$ cat config.mk
export PLATFORM = sky130hd
export DESIGN_NAME = my_dmux8way16_seq_flat
export DESIGN_NICKNAME = d
export VERILOG_FILES = /design/src/rtl/my_dmux8way16_seq_if.sv /design/src/rtl/my_dmux8way16_seq.sv /design/src/flat_wrapper.sv
export SDC_FILE = /design/constraint.sdc
export NUM_CORES = 1
export LEC_CHECK = 0
export ABC_AREA = 1
export CAP_MARGIN = 15
export CORE_MARGIN = 10
export CORE_UTILIZATION = 57
export CTS_CLUSTER_SIZE = 24
export DETAILED_ROUTE_END_ITERATION = 12
export DONT_BUFFER_PORTS = 1
export GPL_TIMING_DRIVEN = 0
export PLACE_DENSITY = 0.75
export SLEW_MARGIN = 40
export SYNTH_ARGS = -nofsm -noshare
export SYNTH_HDL_FRONTEND = slang
export SYNTH_SLANG_ARGS = --single-unit
$ cat constraint.sdc
create_clock -name clk -period 1.5 [get_ports clk]
set_input_delay 0.375 -clock clk [delete_from_list [all_inputs] [get_ports clk]]
set_output_delay 0.375 -clock clk [all_outputs]
set_load 0.02 [all_outputs]
$ cat src/rtl/my_dmux8way16_seq_if.sv
// Bus bundle for my_dmux8way16_seq: shared producer side plus eight consumer channels.
// The design drives the slave modport; the producer/consumers drive the master modport.
interface my_dmux8way16_seq_if #(parameter int WIDTH = 16);
    logic [WIDTH-1:0] in;
    logic             in_valid;
    logic             in_ready;
    logic [2:0]       sel;
    logic [2:0]       cur_sel;
    logic [WIDTH-1:0] a, b, c, d, e, f, g, h;
    logic [7:0]       out_valid;
    logic [7:0]       ack;

    modport master (
        output in, in_valid, sel, ack,
        input  in_ready, cur_sel, out_valid, a, b, c, d, e, f, g, h
    );

    modport slave (
        input  in, in_valid, sel, ack,
        output in_ready, cur_sel, out_valid, a, b, c, d, e, f, g, h
    );
endinterface

$ cat src/rtl/my_dmux8way16_seq.sv
// Registered 8-way demultiplexer with per-channel valid/ack handshakes.
// Define MY_DMUX8WAY16_AUTOSEL_EN to steer words round-robin instead of by sel.
module my_dmux8way16_seq #(
    parameter int WIDTH = 16
) (
    input  logic                  clk,
    input  logic                  rst_n,
    my_dmux8way16_seq_if.slave    bus
);

    logic [WIDTH-1:0] data_r [8];
    logic [7:0]       vld_r;
    logic [7:0]       vld_nxt_s;
    logic [7:0]       tgt_oh_s;
    logic [2:0]       tgt_s;
    logic             ready_s;
    logic             accept_s;

`ifdef MY_DMUX8WAY16_AUTOSEL_EN
    logic [2:0] cnt_r;

    // Round-robin pointer: advances only on accepted words, so stalls preserve order
    always_ff @(posedge clk or negedge rst_n) begin
        if (!rst_n) begin
            cnt_r <= 3'd0;
        end else if (accept_s) begin
            cnt_r <= cnt_r + 3'd1;
        end else begin
            cnt_r <= cnt_r;
        end
    end

    assign tgt_s = cnt_r;
`else
    assign tgt_s = bus.sel;
`endif

    // Handshake decode; an ack on the target slot frees it in the same cycle
    always_comb begin
        tgt_oh_s  = 8'd1 << tgt_s;
        ready_s   = 1'b0;
        accept_s  = 1'b0;
        vld_nxt_s = vld_r;
        if (!vld_r[tgt_s] || bus.ack[tgt_s]) begin
            ready_s = 1'b1;
        end else begin
            ready_s = 1'b0;
        end
        accept_s = bus.in_valid & ready_s;
        if (accept_s) begin
            vld_nxt_s = (vld_r & ~bus.ack) | tgt_oh_s;
        end else begin
            vld_nxt_s = vld_r & ~bus.ack;
        end
    end

    // Valid flags per channel
    always_ff @(posedge clk or negedge rst_n) begin
        if (!rst_n) begin
            vld_r <= 8'h00;
        end else begin
            vld_r <= vld_nxt_s;
        end
    end

    // Holding registers: only the accepted target loads; consumed data is kept
    always_ff @(posedge clk or negedge rst_n) begin
        if (!rst_n) begin
            for (int k = 0; k < 8; k++) begin
                data_r[k] <= '0;
            end
        end else begin
            for (int k = 0; k < 8; k++) begin
                if (accept_s && (tgt_s == 3'(k))) begin
                    data_r[k] <= bus.in;
                end else begin
                    data_r[k] <= data_r[k];
                end
            end
        end
    end

    assign bus.a         = data_r[0];
    assign bus.b         = data_r[1];
    assign bus.c         = data_r[2];
    assign bus.d         = data_r[3];
    assign bus.e         = data_r[4];
    assign bus.f         = data_r[5];
    assign bus.g         = data_r[6];
    assign bus.h         = data_r[7];
    assign bus.out_valid = vld_r;
    assign bus.in_ready  = ready_s;
    assign bus.cur_sel   = tgt_s;

endmodule

$ cat src/flat_wrapper.sv
// flat-port wrapper written by rule: the top's interface ports become plain ports
module my_dmux8way16_seq_flat 
#(
    parameter int WIDTH = 16
)
  (clk, rst_n, bus_in, bus_in_valid, bus_sel, bus_ack, bus_in_ready, bus_cur_sel, bus_out_valid, bus_a, bus_b, bus_c, bus_d, bus_e, bus_f, bus_g, bus_h);
  my_dmux8way16_seq_if #(.WIDTH(WIDTH)) bus_i ();
  input  logic clk;
  input  logic rst_n;
  input wire logic [$bits(bus_i.in)-1:0] bus_in;
  input wire logic [$bits(bus_i.in_valid)-1:0] bus_in_valid;
  input wire logic [$bits(bus_i.sel)-1:0] bus_sel;
  input wire logic [$bits(bus_i.ack)-1:0] bus_ack;
  output wire logic [$bits(bus_i.in_ready)-1:0] bus_in_ready;
  output wire logic [$bits(bus_i.cur_sel)-1:0] bus_cur_sel;
  output wire logic [$bits(bus_i.out_valid)-1:0] bus_out_valid;
  output wire logic [$bits(bus_i.a)-1:0] bus_a;
  output wire logic [$bits(bus_i.b)-1:0] bus_b;
  output wire logic [$bits(bus_i.c)-1:0] bus_c;
  output wire logic [$bits(bus_i.d)-1:0] bus_d;
  output wire logic [$bits(bus_i.e)-1:0] bus_e;
  output wire logic [$bits(bus_i.f)-1:0] bus_f;
  output wire logic [$bits(bus_i.g)-1:0] bus_g;
  output wire logic [$bits(bus_i.h)-1:0] bus_h;
  assign bus_i.in = bus_in;
  assign bus_i.in_valid = bus_in_valid;
  assign bus_i.sel = bus_sel;
  assign bus_i.ack = bus_ack;
  assign bus_in_ready = bus_i.in_ready;
  assign bus_cur_sel = bus_i.cur_sel;
  assign bus_out_valid = bus_i.out_valid;
  assign bus_a = bus_i.a;
  assign bus_b = bus_i.b;
  assign bus_c = bus_i.c;
  assign bus_d = bus_i.d;
  assign bus_e = bus_i.e;
  assign bus_f = bus_i.f;
  assign bus_g = bus_i.g;
  assign bus_h = bus_i.h;
  my_dmux8way16_seq #(.WIDTH(WIDTH)) u_core (.clk(clk), .rst_n(rst_n), .bus(bus_i));
endmodule
==> results.sh <==
export IMPL_synth_xor_area_share_pct=0
export IMPL_globalRouteTotalUtil_pct=30.0
export IMPL_drive_above_1_share_pct=44.2
export IMPL_yosysTopAreaCell="dfrtp_1"
export IMPL_antenna_found_initial=0
export IMPL_synth_edff_count=0
export IMPL_final_area_um2=8510
export IMPL_place_area_um2=6040
export IMPL_worstSetupEndpointType="output pin"
export IMPL_setup_violations=137
export IMPL_finalCritPeriodShare_pct=141
export IMPL_vias=5771
export IMPL_rr_endpoint="u_core.bus.g[3]$_DFFE_PN0P_"
export IMPL_first_pass_iters=6
export IMPL_postSynthAreaPerCell_um2=8.97
export IMPL_die_h_um=121
export IMPL_grt_max_degree=137
export IMPL_clock_root_buffer="clkbuf_8"
export IMPL_numPortBuffers=0
export IMPL_ios=170
export IMPL_slew_headroom_pct=35.5
export IMPL_drc=0
export IMPL_synth_seq_cells=136
export IMPL_synth_most_common_cell="nand2_1"
export IMPL_violations="hold timing, setup timing"
export IMPL_synthTopCellsByCount="nand2_1, nand3_1, dfrtp_1, buf_6"
export IMPL_cts_hold_buffers=7
export IMPL_cts_buffers=17
export IMPL_wire_per_inst_um=29.2
export IMPL_grt_pass1_vias=5585
export IMPL_drt_wl_total_um=25600
export IMPL_finClkSkew_ns=0.00842
export IMPL_finalMaxSlewViolations=0
export IMPL_start_util_pct=59.1
export IMPL_synthAdderAreaFrac_pct=0
export IMPL_crit_reg2reg_launch="u_core.bus.out_valid[4]$_DFF_PN0_"
export IMPL_area_delta_synth_final_pct=46.0
export IMPL_via_per_inst=6.58
export IMPL_status="finished with violations"
export IMPL_coreArea_um2=9860
export IMPL_worstSkewPairLatency_ns=0.53
export IMPL_ir_worst_vdd_mv=1.04
export IMPL_synth_top_cell_area_share_pct=58.4
export IMPL_reg2reg_slack_ns=-0.56
export IMPL_async_flop_share_pct=100
export IMPL_hold_ws_ns=-0.461
export IMPL_cts_sinks=136
export IMPL_cts_htree_levels=4
export IMPL_gp_congestion=0.911
export IMPL_p_leak_nw=3.99
export IMPL_critPathRequiredTime_ns=1.12
export IMPL_synth_distinct_cells=20
export IMPL_synth_fp_nets=680
export IMPL_period_minus_slack_ns=2.12
export IMPL_hpwlAfterDp_um=12600
export IMPL_fmax_ghz=0.472
export IMPL_path_class="reg2out"
export IMPL_die_area_um2=14700
export IMPL_hold_path_class="in2async"
export IMPL_worstPathArrival_ns=1.75
export IMPL_synth_area_mux_share_pct=0
export IMPL_yosys_warnings=0
export IMPL_syn_area_um2=5830
export IMPL_maxCapViolCount=0
export IMPL_tightest_slew_ns=0.968
export IMPL_num_fill_cells=430
export IMPL_rows=36
export IMPL_synth_compound_area_share_pct=0.601
export IMPL_nets=761
export IMPL_synth_main_ff_cell="dfrtp_1"
export IMPL_grt_pass1_wl_um=33600
export IMPL_postLayoutSetupSlackWorst_ns=-0.620
export IMPL_rsz0062_at_grt="true"
export IMPL_antenna_left=0
export IMPL_synth_area_leaders="dfrtp_1, nand2_1, nand3_1"
export IMPL_r2r_cells=13
export IMPL_synth_simple_area_share_pct=33.7
export IMPL_overflow=0
export IMPL_drtIter0Drc=1047
export IMPL_hold_viol=136
export IMPL_startpoint_type="register"
export IMPL_power_density_nw_per_um2=1460
export IMPL_cts_tree="yes"
export IMPL_seq_area_frac_synth_pct=58.4
export IMPL_die_w_um=121
export IMPL_antenna_cells=0
export IMPL_cts_clk_slew_worst_paths_ns=0.06
export IMPL_synth_top_family_by_area="simple AND/OR/NAND/NOR gates"
export IMPL_worstPathMaxFanout=3
export IMPL_clockBufferDepth=2
export IMPL_synth_cells=650
[metal layers]
metal,up-vias,GRT usage (%),share of wire [%]
met5,-,0,0
met4,0,13.6,5.9
met3,137,13.7,14
met2,539,46.6,46
met1,2833,35.1,34
li1,2262,-,-
[how the worst max path moves through the flow]
stage / from / cells past startpoint / to / slack [ns]
finish: u_core.bus.out_valid[4]$_DFF_PN0_ / 7 / bus_in_ready / -0.62
global placement: bus_sel[2] / 7 / u_core.bus.e[14]$_DFFE_PN0P_ / -0.43
floorplan: bus_sel[1] / 12 / u_core.bus.a[0]$_DFFE_PN0P_ / -0.04
CTS: u_core.bus.out_valid[4]$_DFF_PN0_ / 7 / bus_in_ready / -0.48
detailed placement: bus_sel[2] / 7 / u_core.bus.e[8]$_DFFE_PN0P_ / -0.46
global route: u_core.bus.out_valid[5]$_DFF_PN0_ / 7 / bus_in_ready / -0.65
[cells in the final DEF (no fill, tap or decap), types with 6 or more instances in the layout]
| master | netlist | final |
|---|---|---|
| nand3_1 | 137 | 14 |
| buf_6 | 15 | 40 |
| nand4_4 | 0 | 8 |
| inv_1 | 13 | 11 |
| clkinvlp_4 | 0 | 7 |
| nand3_2 | 0 | 111 |
| buf_4 | 9 | 13 |
| nand2_4 | 2 | 7 |
| clkbuf_1 | 10 | 10 |
| clkbuf_16 | 0 | 19 |
| buf_8 | 0 | 15 |
| buf_12 | 0 | 13 |
| dfrtp_2 | 0 | 8 |
| nor2_2 | 11 | 13 |
| nand2_1 | 275 | 245 |
| dfrtp_1 | 136 | 128 |
| nand3_4 | 1 | 13 |
| nand2_2 | 1 | 26 |
| dlygate4sd3_1 | 0 | 7 |
| clkbuf_2 | 5 | 6 |
| o21ai_2 | 0 | 6 |
[cell type report]
cell class | instances | area [µm²] | area share [%]
clock buffer | 21 | 469 | 5.51
multi-input combinational | 446 | 2910 | 34.2
timing repair buffer | 65 | 900 | 10.6
inverter | 15 | 73.8 | 0.867
tap | 133 | 166 | 1.96
clock inverter | 11 | 121 | 1.43
buffer | 50 | 454 | 5.34
sequential | 136 | 3410 | 40.1
[power by group]
part | total, mW | internal, mW | leakage [nW] | switching [mW]
registers | 6.26 | 4.45 | 1.70 | 1.80
logic | 1.98 | 0.787 | 2.01 | 1.19
clock network | 4.22 | 2.54 | 0.278 | 1.68
[per-stage QoR]
step	setup TNS [ns]	worst slack (ns)	power [mW]	util [%]	cells
after floorplan	-4.31	-0.0389	6.90	-	650
after global placement	-31.54	-0.425	7.37	61.2	783
after detailed placement	-35.03	-0.455	7.47	61.2	783
after CTS	-26.02	-0.481	11.9	80.7	872
after global routing	-68.60	-0.654	12.8	86.3	877
final	-61.14	-0.620	12.5	86.3	877
[flip-flops by register name, indices dropped and copies added (netlist names)]
register	count
u_core.bus.h	16
u_core.bus.c	16
u_core.bus.g	16
u_core.bus.e	16
u_core.bus.f	16
u_core.bus.d	16
u_core.bus.out_valid	8
u_core.bus.b	16
u_core.bus.a	16
[critical path, cell delays in order (launching register included)]
cell	delay, ns
dfrtp_2	0.47
nand2_2	0.10
nand2_2	0.08
nand2_1	0.07
nand2_2	0.11
nand3_4	0.12
nand2_4	0.10
clkinvlp_4	0.15
[cells by family after synthesis]
group,Yosys count
buffers and inverters,68
flip-flops,136
AO/OA/AOI/OAI,7
AND/OR/NAND/NOR,439
[timing repair]
item	in CTS	in global routing
setup buffers	33	13
gates resized for setup	160	144
gates cloned	19	3
pin swaps	64	114
endpoints found under the setup margin	137	137
hold endpoints to repair	143	136
Power figures use the tool's default switching activity.
